**src/rtl/muldiv_ctrl.sv**
```systemverilog
// Iterative MULT/DIV sequencer owning HI/LO.
// One WIDTH+1 adder is shared: shift/add for multiply, restoring shift/subtract for divide.
module muldiv_ctrl #(
    parameter int WIDTH = 32
) (
    input  logic             clk,
    input  logic             reset,
    input  logic             start,
    input  logic [5:0]       func,
    input  logic [WIDTH-1:0] op_a,
    input  logic [WIDTH-1:0] op_b,
    input  logic             kill,
    output logic             busy,
    output logic             done,
    output logic [WIDTH-1:0] hi,
    output logic [WIDTH-1:0] lo
);

    localparam int CW = $clog2(WIDTH) + 1;
    localparam logic [CW-1:0] CNT_LAST = CW'(WIDTH - 1);

    localparam logic [5:0] F_MFHI  = 6'h10;
    localparam logic [5:0] F_MTHI  = 6'h11;
    localparam logic [5:0] F_MFLO  = 6'h12;
    localparam logic [5:0] F_MTLO  = 6'h13;
    localparam logic [5:0] F_MULT  = 6'h18;
    localparam logic [5:0] F_MULTU = 6'h19;
    localparam logic [5:0] F_DIV   = 6'h1a;
    localparam logic [5:0] F_DIVU  = 6'h1b;

    // state | meaning
    // IDLE  | waiting for start; MT writes happen here
    // MUL   | one multiplier bit per cycle
    // DIV   | one quotient bit per cycle
    // FIX   | sign fixup and HI/LO write
    localparam logic [1:0] S_IDLE = 2'd0;
    localparam logic [1:0] S_MUL  = 2'd1;
    localparam logic [1:0] S_DIV  = 2'd2;
    localparam logic [1:0] S_FIX  = 2'd3;

    logic [1:0]       state_q, state_d;
    logic [CW-1:0]    cnt_q, cnt_d;
    logic [WIDTH-1:0] acc_hi_q, acc_hi_d;
    logic [WIDTH-1:0] acc_lo_q, acc_lo_d;
    logic [WIDTH-1:0] opnd_q, opnd_d;
    logic [WIDTH-1:0] raw_a_q, raw_a_d;
    logic             sign_quo_q, sign_quo_d;
    logic             sign_rem_q, sign_rem_d;
    logic             is_div_q, is_div_d;
    logic             div_zero_q, div_zero_d;
    logic [WIDTH-1:0] hi_q, hi_d;
    logic [WIDTH-1:0] lo_q, lo_d;
    logic             busy_q, busy_d;
    logic             done_q, done_d;

    logic             add_sub;
    logic [WIDTH:0]   add_a, add_b, sum;
    logic [WIDTH:0]   hi_sum;
    logic             op_signed;
    logic             a_neg, b_neg;
    logic [WIDTH-1:0] abs_a, abs_b;
    logic [2*WIDTH-1:0] prod;
    logic             func_known;

    // Divide feeds the shifted remainder plus the next dividend bit; multiply feeds the upper accumulator.
    always_comb begin
        add_sub = (state_q == S_DIV);
        add_a   = add_sub ? {acc_hi_q, acc_lo_q[WIDTH-1]} : {1'b0, acc_hi_q};
        add_b   = {1'b0, opnd_q};
        sum     = add_a + (add_b ^ {(WIDTH+1){add_sub}}) + (WIDTH+1)'(add_sub);
    end

    always_comb begin
        op_signed  = (func == F_MULT) || (func == F_DIV);
        a_neg      = op_signed & op_a[WIDTH-1];
        b_neg      = op_signed & op_b[WIDTH-1];
        abs_a      = a_neg ? -op_a : op_a;
        abs_b      = b_neg ? -op_b : op_b;
        prod       = {acc_hi_q, acc_lo_q};
        func_known = (func == F_MULT) || (func == F_MULTU) || (func == F_DIV)  ||
                     (func == F_DIVU) || (func == F_MTHI)  || (func == F_MTLO) ||
                     (func == F_MFHI) || (func == F_MFLO);
    end

    always_comb begin
        state_d    = state_q;
        cnt_d      = cnt_q;
        acc_hi_d   = acc_hi_q;
        acc_lo_d   = acc_lo_q;
        opnd_d     = opnd_q;
        raw_a_d    = raw_a_q;
        sign_quo_d = sign_quo_q;
        sign_rem_d = sign_rem_q;
        is_div_d   = is_div_q;
        div_zero_d = div_zero_q;
        hi_d       = hi_q;
        lo_d       = lo_q;
        done_d     = 1'b0;
        hi_sum     = {1'b0, acc_hi_q};

        case (state_q)
            S_IDLE: begin
                if (start) begin
                    case (func)
                        F_MULT, F_MULTU: begin
                            state_d    = S_MUL;
                            cnt_d      = '0;
                            acc_hi_d   = '0;
                            acc_lo_d   = abs_b;
                            opnd_d     = abs_a;
                            raw_a_d    = op_a;
                            sign_quo_d = a_neg ^ b_neg;
                            sign_rem_d = a_neg;
                            is_div_d   = 1'b0;
                            div_zero_d = 1'b0;
                        end
                        F_DIV, F_DIVU: begin
                            state_d    = S_DIV;
                            cnt_d      = '0;
                            acc_hi_d   = '0;
                            acc_lo_d   = abs_a;
                            opnd_d     = abs_b;
                            raw_a_d    = op_a;
                            sign_quo_d = a_neg ^ b_neg;
                            sign_rem_d = a_neg;
                            is_div_d   = 1'b1;
                            div_zero_d = (op_b == '0);
                        end
                        F_MTHI:  hi_d = op_a;
                        F_MTLO:  lo_d = op_a;
                        default: ;
                    endcase
                end
            end
            S_MUL: begin
                if (acc_lo_q[0]) hi_sum = sum;
                acc_hi_d = hi_sum[WIDTH:1];
                acc_lo_d = {hi_sum[0], acc_lo_q[WIDTH-1:1]};
                cnt_d    = cnt_q + CW'(1);
                if (cnt_q == CNT_LAST) state_d = S_FIX;
            end
            S_DIV: begin
                acc_hi_d = sum[WIDTH] ? {acc_hi_q[WIDTH-2:0], acc_lo_q[WIDTH-1]} : sum[WIDTH-1:0];
                acc_lo_d = {acc_lo_q[WIDTH-2:0], ~sum[WIDTH]};
                cnt_d    = cnt_q + CW'(1);
                if (cnt_q == CNT_LAST) state_d = S_FIX;
            end
            default: begin
                state_d = S_IDLE;
                done_d  = 1'b1;
                if (!is_div_q) begin
                    {hi_d, lo_d} = sign_quo_q ? -prod : prod;
                end else if (div_zero_q) begin
                    lo_d = '1;
                    hi_d = raw_a_q;
                end else begin
                    lo_d = sign_quo_q ? -acc_lo_q : acc_lo_q;
                    hi_d = sign_rem_q ? -acc_hi_q : acc_hi_q;
                end
            end
        endcase

        // Flush leaves HI/LO at their pre-operation values and drops any start in the same cycle.
        if (kill) begin
            state_d = S_IDLE;
            hi_d    = hi_q;
            lo_d    = lo_q;
            done_d  = 1'b0;
        end

        busy_d = (state_d != S_IDLE);
    end

    always_ff @(posedge clk or posedge reset) begin
        if (reset) begin
            state_q    <= S_IDLE;
            cnt_q      <= '0;
            acc_hi_q   <= '0;
            acc_lo_q   <= '0;
            opnd_q     <= '0;
            raw_a_q    <= '0;
            sign_quo_q <= 1'b0;
            sign_rem_q <= 1'b0;
            is_div_q   <= 1'b0;
            div_zero_q <= 1'b0;
            hi_q       <= '0;
            lo_q       <= '0;
            busy_q     <= 1'b0;
            done_q     <= 1'b0;
        end else begin
            state_q    <= state_d;
            cnt_q      <= cnt_d;
            acc_hi_q   <= acc_hi_d;
            acc_lo_q   <= acc_lo_d;
            opnd_q     <= opnd_d;
            raw_a_q    <= raw_a_d;
            sign_quo_q <= sign_quo_d;
            sign_rem_q <= sign_rem_d;
            is_div_q   <= is_div_d;
            div_zero_q <= div_zero_d;
            hi_q       <= hi_d;
            lo_q       <= lo_d;
            busy_q     <= busy_d;
            done_q     <= done_d;
        end
    end

`ifndef SYNTHESIS
    always_ff @(posedge clk) begin
        if (!reset && state_q == S_IDLE && start && !kill && !func_known)
            $display("muldiv_ctrl: warning: unsupported func 0x%h ignored", func);
    end
`endif

    assign busy = busy_q;
    assign done = done_q;
    assign hi   = hi_q;
    assign lo   = lo_q;

endmodule

```
**config.mk**
```make
export PLATFORM = sky130hd
export DESIGN_NAME = muldiv_ctrl
export DESIGN_NICKNAME = d
export VERILOG_FILES = /design/src/rtl/muldiv_ctrl.sv
export SDC_FILE = /design/constraint.sdc
export NUM_CORES = 1
export LEC_CHECK = 0
export ABC_AREA = 1
export CAP_MARGIN = 10
export CORE_MARGIN = 10
export CORE_UTILIZATION = 45
export CTS_CLUSTER_SIZE = 8
export DETAILED_ROUTE_END_ITERATION = 8
export RECOVER_POWER = 25
export SLEW_MARGIN = 20
export SYNTH_ARGS = -nofsm -noshare
export SYNTH_HDL_FRONTEND = slang
export SYNTH_SLANG_ARGS = --single-unit
```
**constraint.sdc**
```tcl
create_clock -name clk -period 12.1 [get_ports clk]
set_clock_uncertainty 0.1 [all_clocks]
set_input_delay 3.63 -clock clk [delete_from_list [all_inputs] [get_ports clk]]
set_output_delay 3.63 -clock clk [all_outputs]
set_load 0.05 [all_outputs]
```
# == Word-level counts from Yosys, hierarchy flattened ==
# Cells that the tools add are included.
# op_classes
n_addsub,8
n_eq_ne,14
mux,37
n_bitwise,7
n_reduce_logical,19
# ops
op,n
32-bit two-way mux,16
32-bit case mux with 2 select lines,4
32-bit case mux with 3 select lines,2
32-bit negator,4
33-bit two-way mux,2
64-bit two-way mux,1
64-bit negator,1
"6-bit by 5-bit == test with 1-bit output, second input constant",7
33-bit by 1-bit adder with 33-bit output,1
33-bit adder,1
32-bit by 33-bit XOR with 33-bit output,1
32-bit logical NOT,1
3-bit AND reduction,5
6-bit two-way mux,2
6-bit case mux with 2 select lines,1
"2-bit != test, second input constant",4
2-bit case mux with 2 select lines,2
4-bit AND reduction,2
"6-bit by 1-bit adder with 6-bit output, second input constant",1
2-bit two-way mux,3
2-bit nonzero test,3
2-bit OR reduction,3
1-bit case mux with 2 select lines,2
4-bit OR reduction,1
other kinds (11),15
# word_totals
regBits,206
wordCells,99

# == Logic depth before layout (Yosys ltp) ==
# Gate-level depths: netlist of the first run.
# logic_depth
depth_word,7
mapped_depth,25

# == Least setup slack after synthesis of the first run ==
# OpenSTA, ideal clock, no wires.
# synth_path
kind,input to register
start,input port op_a[0]
end,register acc_lo_q[24]
setup_time_ns,0.124
arrival_ns,4.953
slack_ns,6.923
stages,13
path_cell_list,inv_1 -> ha_1 -> nand3_1 -> nor2_2 -> nand3_1 -> nor2_1 -> nand2_1 -> o21ai_2 -> o21ai_0 -> nand2_1 -> nand2_1 -> nor2_1 -> o21bai_1
# synth_between
elab_chain_len,5
# synth_rtl
item,line,text
"start, declared",10,"input logic [WIDTH-1:0] op_a,"
32-bit negator,77,abs_a = a_neg ? -op_a : op_a;
32-bit two-way mux,77,
32-bit case mux with 2 select lines,104,case (func)
32-bit two-way mux,103,if (start) begin
32-bit case mux with 3 select lines,101,case (state_q)
"end signal, assigned",194,acc_lo_q <= acc_lo_d;
"end, declared",44,"logic [WIDTH-1:0] acc_lo_q, acc_lo_d;"
# No other way between the ends. The select of a mux whose other input is x is not followed.
# A chain may end at the register's enable or synchronous reset.

==> run summary, run 1 <==
Die Y: 224 µm
Hold Path End: raw_a_q[7]
Final Wtd Congestion: 0.981
Initial antenna violation count: 1
Routed WL: 85,400 µm
Worst-skew pair later-pin latency: 0.58 ns
Post-synth ARST share: 100%
Final slew viol count: 136
Max cap viols: 2
RR Startpoint: state_q[0]
DRT iter0 DRCs: 2,961
Setup violators final: 0
Clock Path Buffers: 3
Failing checks: capacitance limit, slew limit
Setup TNS: 0 ns
Post-Syn Instances: 3,069
Most frequent CP cell: buf_4
Hold Vio Cnt, Final: 0
CP cell instances: dlygate4sd3_1, clkinvlp_2, buf_4, buf_4
Layout cells sized above 1: 4.94%
Highest clock rate: 123 MHz
Residual DRC count: 0
Multi-input logic area: 0.0119 mm²
Layout Nets: 3,227
Tcrit/Tclk final: 67.1%
Post-DP HPWL: 66,800 µm
CP arrival: 8.57 ns
Die area: 0.0504 mm²
CTS Buf Count: 30
Post-synth EDFFs: 0
Core Util, Final: 51.5%
Worst Hold Class: reg -> reg
Reg area: 0.00516 mm²
Starting Density: 45.7%
P per Cell Area: 152 mW/mm²
Reg clk slew, reported paths: 0.06 ns
Netlist cell types: 57
Worst path max stage delay: 2.46 ns
Post-synthesis sequential area ratio: 27.4%
Commonest non-fill, non-tap cell in the layout: nand2_1
Synth Net Count: 3,185
Dominant synthesized flop cell: dfrtp_1
First-pass GRT wire length: 127,000 µm
CTS Sinks: 206
Post-route ant nets: 0
Slew headroom: -201%
Post-Syn Area: 0.0188 mm²
CP endpoint kind: asynchronous set/reset pin
Pin count of the biggest net entering global routing: 97
Filler Cell Count: 4,329
Vias in the first global route: 20,400
Worst reg2reg endpoint: lo[1]
Slew @ Worst Pin: 4.49 ns
Run status: finished with violations
Reg2reg path depth: 12
Die X: 224 µm
Synth Warn #: 0
Wire length per cell: 23.4 µm
Layout Area Growth over Synthesis: 12.6%
Core Footprint: 0.0411 mm²
DR vias: 21,400
Reg2reg setup slack: 6.82 ns
Peak supply drop: 153 µV
Hold_buf cts: 0
CP max FO: 96
Hold depth: 2
Gr ovfl total: 0
Root Buffer: clkbuf_16
RSZ-0062 raised after global routing: no
Final Critical Period: 8.12 ns
Commonest cells after routing, fill and taps aside: 1,005 x nand2_1, 342 x nor2_1, 264 x inv_1, 207 x o21ai_0, 205 x dfrtp_1
Syn Area/Cell: 6.13 µm²
CP Data Required Time: 12.54 ns
Hold Path Origin: raw_a_q[7]
CTS H-tree depth: 1
Yosys reg bits: 206
I/O pins: 140
DR pass1 iterations: 8
Setup bufs post-CTS: 0
Vias/cell: 5.87
Rows: 74
Startpoint types: primary input
Post-CTS resize count: 0
Path type of the worst setup path: in -> async
Port bufs: 139
Worst path slowest cell: clkinvlp_2
Total GRT Usage: 33.0%
Final hold slack: 0.379 ns
Leakage: 10.2 nW
CTS tree: done
critical path: cells and delay by family:
| kind | cells | cell delay (ns) |
|---|---|---|
| buf+inv | 4 | 4.67 |
state kept, by name, indices dropped and copies added, names as in the netlist:
name,flops
acc_hi_q,32
raw_a_q,32
busy,1
hi,32
cnt_q,6
sign_quo_q,1
sign_rem_q,1
lo,32
acc_lo_q,32
done,1
is_div_q,1
opnd_q,32
state_q,2
div_zero_q,1
stage by stage:
stage / cell area (µm²) / setup slack (ns) / cells / power [mW]
2_1_floorplan: 18800 / 2.75 / 3069 / 1.89
3_3_place_gp: 20400 / 4.61 / 3611 / 2.43
3_5_place_dp: 20400 / 4.61 / 3611 / 2.43
4_1_cts: 21200 / 5.18 / 3647 / 3.20
5_1_grt: 21200 / 3.29 / 3647 / 3.37
6_report: 21200 / 3.98 / 3648 / 3.22
worst max path at each step:
| stage | startpoint | end | slack [ns] | cells past startpoint |
|---|---|---|---|---|
| after global routing | reset | sign_quo_q | 3.29 | 4 |
| after global placement | func[5] | div_zero_q | 4.61 | 11 |
| after detailed placement | func[4] | div_zero_q | 4.61 | 10 |
| after CTS | func[4] | div_zero_q | 5.18 | 10 |
| final | reset | sign_quo_q | 3.98 | 4 |
| after floorplan | reset | acc_hi_q[0] | 2.75 | 1 |
cell type report:
type,instances,share of cell area [%]
diodes,1,0.0118
clock buffers,34,3.66
clock inverters,2,0.118
inverters,289,5.14
multi-input cells,2424,56.3
flip-flops and latches,206,24.3
well taps,532,3.14
repair buffers,160,7.28
routing by layer:
layer  GRT usage [%]  vias to the layer above  part of all wire [%]
li1                -                    10000                     -
met1            42.5                    10100                    41
met2            51.9                     1039                    45
met3            6.53                      199                   8.9
met4            16.3                        0                   5.7
met5               0                        -                     0
power by group:
| group | switching (mW) | leakage, nW | total [mW] | internal (mW) |
|---|---|---|---|---|
| Sequential | 0.166 | 2.61 | 1.02 | 0.853 |
| Clock | 0.327 | 0.391 | 0.770 | 0.443 |
| Combinational | 1.00 | 7.15 | 1.43 | 0.430 |
| Total | 1.49 | 10.2 | 3.22 | 1.73 |
cells in the mapped netlist (3+ instances only):
cell type	instances	area, µm²
buf_1	19	71.3
buf_6	5	56.3
o21bai_1	7	52.6
inv_1	268	1010
clkbuf_1	90	338
or2_2	5	31.3
inv_2	15	56.3
nand3b_1	11	82.6
nand4_1	32	200
buf_2	34	170
nand2_4	7	78.8
nor2_4	7	78.8
dfrtp_1	206	5150
o22ai_1	34	213
nand2_1	1005	3770
a21oi_2	3	26.3
o21ai_0	204	1020
a31oi_1	12	75.1
nand3_2	4	40.0
o31ai_1	7	52.6
clkinv_1	5	18.8
a21o_1	4	30.0
nor3_2	4	40.0
o211ai_1	53	398
ha_1	41	513
nor2_1	345	1290
o221ai_1	16	140
o21ai_1	31	155
nand3_1	189	946
xor2_1	97	850
o21ai_2	3	26.3
nor4_1	5	31.3
nand2_2	19	119
xnor2_1	20	175
a21oi_1	183	916
a22oi_1	5	37.5
nor2_2	18	113
nor3_1	34	170
cells by family after synthesis:
family	Yosys count	share of synthesized area (%)
AOI/OAI and AO/OA	572	17.3
adders and majority gates	42	2.83
DFF	206	27.4
xor gates and xnor gates	117	5.45
and+or+nand+nor	1693	37.7
buffers and inverters	439	9.31
(Power assumes the default switching activity.)
==> run 2, diff against run 1 <==
--- a/config.mk
+++ b/config.mk
@@ -11,6 +11,7 @@
 export CORE_UTILIZATION = 45
 export CTS_CLUSTER_SIZE = 8
 export DETAILED_ROUTE_END_ITERATION = 8
+export PLACE_DENSITY = 0.66
 export RECOVER_POWER = 25
 export SLEW_MARGIN = 20
 export SYNTH_ARGS = -nofsm -noshare
==> constraint.sdc (replaced) <==
create_clock -name clk -period 7.1 [get_ports clk]
set_clock_uncertainty 0.1 [all_clocks]
set_input_delay 2.13 -clock clk [delete_from_list [all_inputs] [get_ports clk]]
set_output_delay 2.13 -clock clk [all_outputs]
set_load 0.05 [all_outputs]
==> run summary, run 2 (synthesis gave the netlist of run 1 again) <==
Post-Layout Inst Area: 0.0212 mm² (+0.22%)
CTS Buf Count: 30 (unchanged)
Slew headroom: -95.1% (+110 points)
Vias/cell: 5.88 (+0.19%)
Highest clock rate: 192 MHz
Leakage: 10.2 nW (+0.32%)
DR pass1 iterations: 7 (-1)
Tcrit/Tclk final: 73.2%
First-pass GRT wire length: 124,000 µm (-1.9%)
Core Footprint: 0.0411 mm² (unchanged)
Clock Path Buffers: 3 (unchanged)
Rows: 74 (unchanged)
Die X: 224 µm (unchanged)
Residual DRC count: 0 (unchanged)
Commonest cells after routing, fill and taps aside: 1,005 x nand2_1, 341 x nor2_1, 266 x inv_1, 205 x dfrtp_1, 204 x o21ai_0
Max cap viols: 2 (unchanged)
Reg clk slew, reported paths: 0.06 ns (about the same)
Path type of the worst setup path: in -> async
Layout Area Growth over Synthesis: 12.9%
Die Y: 224 µm (unchanged)
DRT iter0 DRCs: 2,879 (-2.8%)
Port bufs: 139 (unchanged)
Total GRT Usage: 32.3% (-0.67 points)
Peak supply drop: 196 µV (+28%)
CTS H-tree depth: 1 (unchanged)
Hold Vio Cnt, Final: 0 (unchanged)
Routed WL: 84,400 µm (-1.2%)
Post-DP HPWL: 65,600 µm (-1.8%)
Initial antenna violation count: 1 (unchanged)
CP Data Required Time: 6.84 ns (-5.70 ns)
Layout cells sized above 1: 5.22% (+0.28 points)
Post-CTS resize count: 0 (unchanged)
Die area: 0.0504 mm² (unchanged)
Worst-skew pair later-pin latency: 0.59 ns (about the same)
CTS tree: done
Power Total: 5.49 mW (+71%)
CP endpoint kind: asynchronous set/reset pin
Run status: finished with violations
Setup violators final: 0 (unchanged)
Failing checks: capacitance limit, slew limit
Core Util, Final: 51.6% (+0.12 points)
CP arrival: 4.94 ns (-3.63 ns)
DR vias: 21,500 (+0.33%)
P per Cell Area: 259 mW/mm² (+70%)
Root Buffer: clkbuf_16
Startpoint types: primary input
Post-route ant nets: 0 (unchanged)
Hold_buf cts: 0 (unchanged)
Wire length per cell: 23.1 µm (-1.4%)
Final hold slack: 0.378 ns (-0.000779 ns)
CTS Sinks: 206 (unchanged)
Gr ovfl total: 0 (unchanged)
Slew @ Worst Pin: 2.93 ns (-1.56 ns)
Commonest non-fill, non-tap cell in the layout: nand2_1
Final Critical Period: 5.20 ns
Final Wtd Congestion: 1.05 (+7.1%)
Setup bufs post-CTS: 0 (unchanged)
Placed Area: 0.0205 mm² (+0.29%)
Layout Nets: 3,232 (+0.15%)
CP max FO: 107 (+11%)
Worst Hold Class: reg -> reg
RSZ-0062 raised after global routing: no
I/O pins: 140 (unchanged)
Setup TNS: 0 ns (unchanged)
Pin count of the biggest net entering global routing: 108 (+11%)
Starting Density: 45.7% (unchanged)
Vias in the first global route: 20,100 (-1.7%)
Final slew viol count: 208 (+53%)
-- run 2: cell count changes in the layout (fill, tap and decap cells not counted), sizes merged --
cell           previous run  this run
clkinv                    8         6
buf                      19        24
clkinvlp                  1         2
inv                     282       283
clkdlybuf4s50           136       137
dlygate4sd3               3         2
-- run 2: worst max-delay path, stage by stage --
cell and delay, ns:
dlygate4sd3_1 0.55, clkinvlp_2 0.09, clkbuf_2 1.90
-- run 2: per-stage QoR --
stage                     cells  worst slack, ns
after global placement     3616             1.81
final                      3653             1.90
after global routing       3652             1.43
after floorplan            3069             2.20
after CTS                  3652             2.40
after detailed placement   3616             1.81
-- run 2: metal layers --
layer	track usage, %	wire (µm)	vias to the layer above
li1	-	-	10000
met1	42.3	34700	10200
met2	51.1	38000	1123
met3	5.88	7570	174
met4	14.7	4170	0
met5	0	0	-
-- run 2: worst paths after layout --
kind | from | end | slack (ns) | cells past startpoint
worst max-delay path | reset | sign_quo_q | 1.90 | 3
worst min-delay path | raw_a_q[18] | raw_a_q[18] | 0.38 | 2
worst max register to register | state_q[0] | div_zero_q | 2.44 | 9
worst min register to register | raw_a_q[18] | raw_a_q[18] | 0.38 | 2
max in group clk | func[3] | acc_hi_q[31] | 2.28 | 13
min in group asynchronous | reset | hi[28] | 2.92 | 3
-- run 2: cell type report --
type / instances / area (µm²)
Inverter: 289 / 1090
Timing Repair Buffer: 165 / 1580
Tap cell: 532 / 666
Antenna cell: 1 / 2.50
Clock buffer: 34 / 776
Clock inverter: 2 / 23.8
Multi-Input combinational cell: 2424 / 11900
Sequential cell: 206 / 5160
Fill cell: 4308 / 19900
-- run 2: where the power goes --
| group | total, mW | internal, mW | switching, mW |
|---|---|---|---|
| Sequential | 1.72 | 1.45 | 0.264 |
| Clock | 1.31 | 0.755 | 0.559 |
| Combinational | 2.46 | 0.734 | 1.73 |
| Total | 5.49 | 2.94 | 2.55 |
==> RTL edit: new RTL, flow settings as in run 1 <==
The output `done` loses its register stage (`done_q` becomes a continuous assignment).
--- a/src/rtl/muldiv_ctrl.sv
+++ b/src/rtl/muldiv_ctrl.sv
@@ -188,3 +188,2 @@
             busy_q     <= 1'b0;
-            done_q     <= 1'b0;
         end else begin
@@ -203,5 +202,6 @@
             busy_q     <= busy_d;
-            done_q     <= done_d;
         end
     end
+
+    assign done_q = done_d;
 
Function: no difference found for any inputs over 4 cycles, from zero or initial values and one cycle with reset high; that may be too few to reach the edited logic, so the function may still have changed.
==> RTL edit against run 1 <==
- count of clock-buffer cells in the layout fell by 1
- setup slack got worse by 940 ps
- design area barely moved
- wire length fell by 1.3%
- area after synthesis fell by 0.13%
- sequential cell count fell by 1
- global-route usage fell by 0.84 points
- the flow still finishes with violations (capacitance limit, slew limit)
- total power fell by 0.23%
- critical endpoint is now lo[25]$_DFFE_PP0P_
==> RTL edit: results (changes against run 1) <==
Metal-1 WL=34.9 mm (+0.10%); Placement Cell Area=20400 sq um (about the same); peak supply drop=0.131 mV (-15%); Pleak=10.2 nW (about the same); vias in the first global route=19908 (-2.5%); met3 Use GR=4.94% (-1.6 points); sequential area share after synthesis=27.3% (-0.097 points); Max-Cap Viols=3 (+1); Iteration-0 DRC Markers=2724 (-8.0%); library cells used by synthesis=57 (unchanged); total number of vias=21499 (+0.35%); gpl congestion=1.01 (+2.5%); DR WL met3=6.89 mm (-9.4%); Synth area leaders=dfrtp_1, nand2_1, nor2_1; fill count=4334 (+0.12%); Longest Clk Path Bufs=3 (unchanged); number of antenna violations at the first check in global routing=0 (-1); Pre-Repair DR Iteration Count=8 (unchanged); met1 GRT Util=42.3% (-0.27 points); Post-CTS Repair Setup Buffers=0 (unchanged); later-pin clock latency in the skew report=580 ps (about the same); Num CTS Buffers=30 (unchanged); Total GRT Usage=32.1% (-0.84 points); largest net degree at the start of global routing=94 (-3.1%); crit path DAT=8980 ps (+410 ps); Routed met2 length=38.1 mm (about the same); HP Class=reg2reg; hpwl dp=65.3 mm (-2.4%); violated checks=capacitance limit, slew limit; global-route wire length before repair=123 mm (-2.9%); top cells by count, synth=nand2_1, nor2_1, inv_1, dfrtp_1, o21ai_0; highest routed layer=met4; Clk Tree Root Cell=clkbuf_16; Synth-to-Final Area Change=12.7%; syn nets=3184 (-0.031%); htree depth=1 (unchanged); status=complete, but fails checks; Slew @ Worst Pin=4440 ps (-48.5 ps); input/output buffers=139 (unchanged); max-slew violation count=183 (+35%); Yosys Warn Count=0 (unchanged); Async SR Flop Fraction=100% (unchanged); met2 usage=51.0% (-0.88 points); Avg WL per Cell=23.1 um (-1.3%); Reg clk slew, reported paths=approximately 50 ps; Crit Path Max Fanout=90 (-6.3%); post-cts sizing count=0 (unchanged); share of layout cells above drive strength 1=5.04% (+0.096 points)
[RTL edit: area by class of cell]
type / count / area share (%)
Timing Repair Buffer: 162 / 7.35
Tap cell: 532 / 3.14
Multi-Input combinational cell: 2424 / 56.3
Clock inverter: 2 / 0.0650
Inverter: 289 / 5.14
Sequential cell: 205 / 24.2
Clock buffer: 33 / 3.75
Antenna cell: 1 / 0.0118
[RTL edit: worst paths after layout]
check | end | cells after the start | from | slack, ps
min | raw_a_q[7]$_DFFE_PP0P_ | 2 | raw_a_q[7]$_DFFE_PP0P_ | 370
max in group clk | done | 3 | kill | 3300
max | lo[25]$_DFFE_PP0P_ | 3 | reset | 3030
max reg2reg | lo[2]$_DFFE_PP0P_ | 12 | state_q[0]$_DFF_PP0_ | 6810
min reg2reg | raw_a_q[7]$_DFFE_PP0P_ | 2 | raw_a_q[7]$_DFFE_PP0P_ | 370
min in group asynchronous | opnd_q[3]$_DFFE_PP0P_ | 2 | reset | 4720
[RTL edit: power breakdown]
part           total [mW]  switching [mW]  internal [mW]  leakage [nW]
sequential           1.01           0.159          0.850          2.60
combinational        1.43           0.999          0.430          7.16
clock               0.776           0.324          0.452         0.398
total                3.21            1.48           1.73          10.2
[RTL edit: per-stage QoR]
stage,cells,setup slack (ps)
floorplan,3068,2770
global placement,3612,3320
detailed placement,3612,3300
CTS,3647,3290
global route,3647,2170
finish,3648,3030
[RTL edit: kinds of logic after synthesis]
logic type / Yosys count / synth area share (%)
AND/OR/NAND/NOR: 1693 / 37.8
AO/OA/AOI/OAI: 572 / 17.3
adder cells (fa/ha/maj): 42 / 2.84
flip-flops: 205 / 27.3
XOR/XNOR: 117 / 5.46
buffers and inverters: 439 / 9.32
[RTL edit: critical path: stages]
cell and delay [ps]:
dlygate4sd3_1 540, clkinvlp_2 2430, clkbuf_1 2260
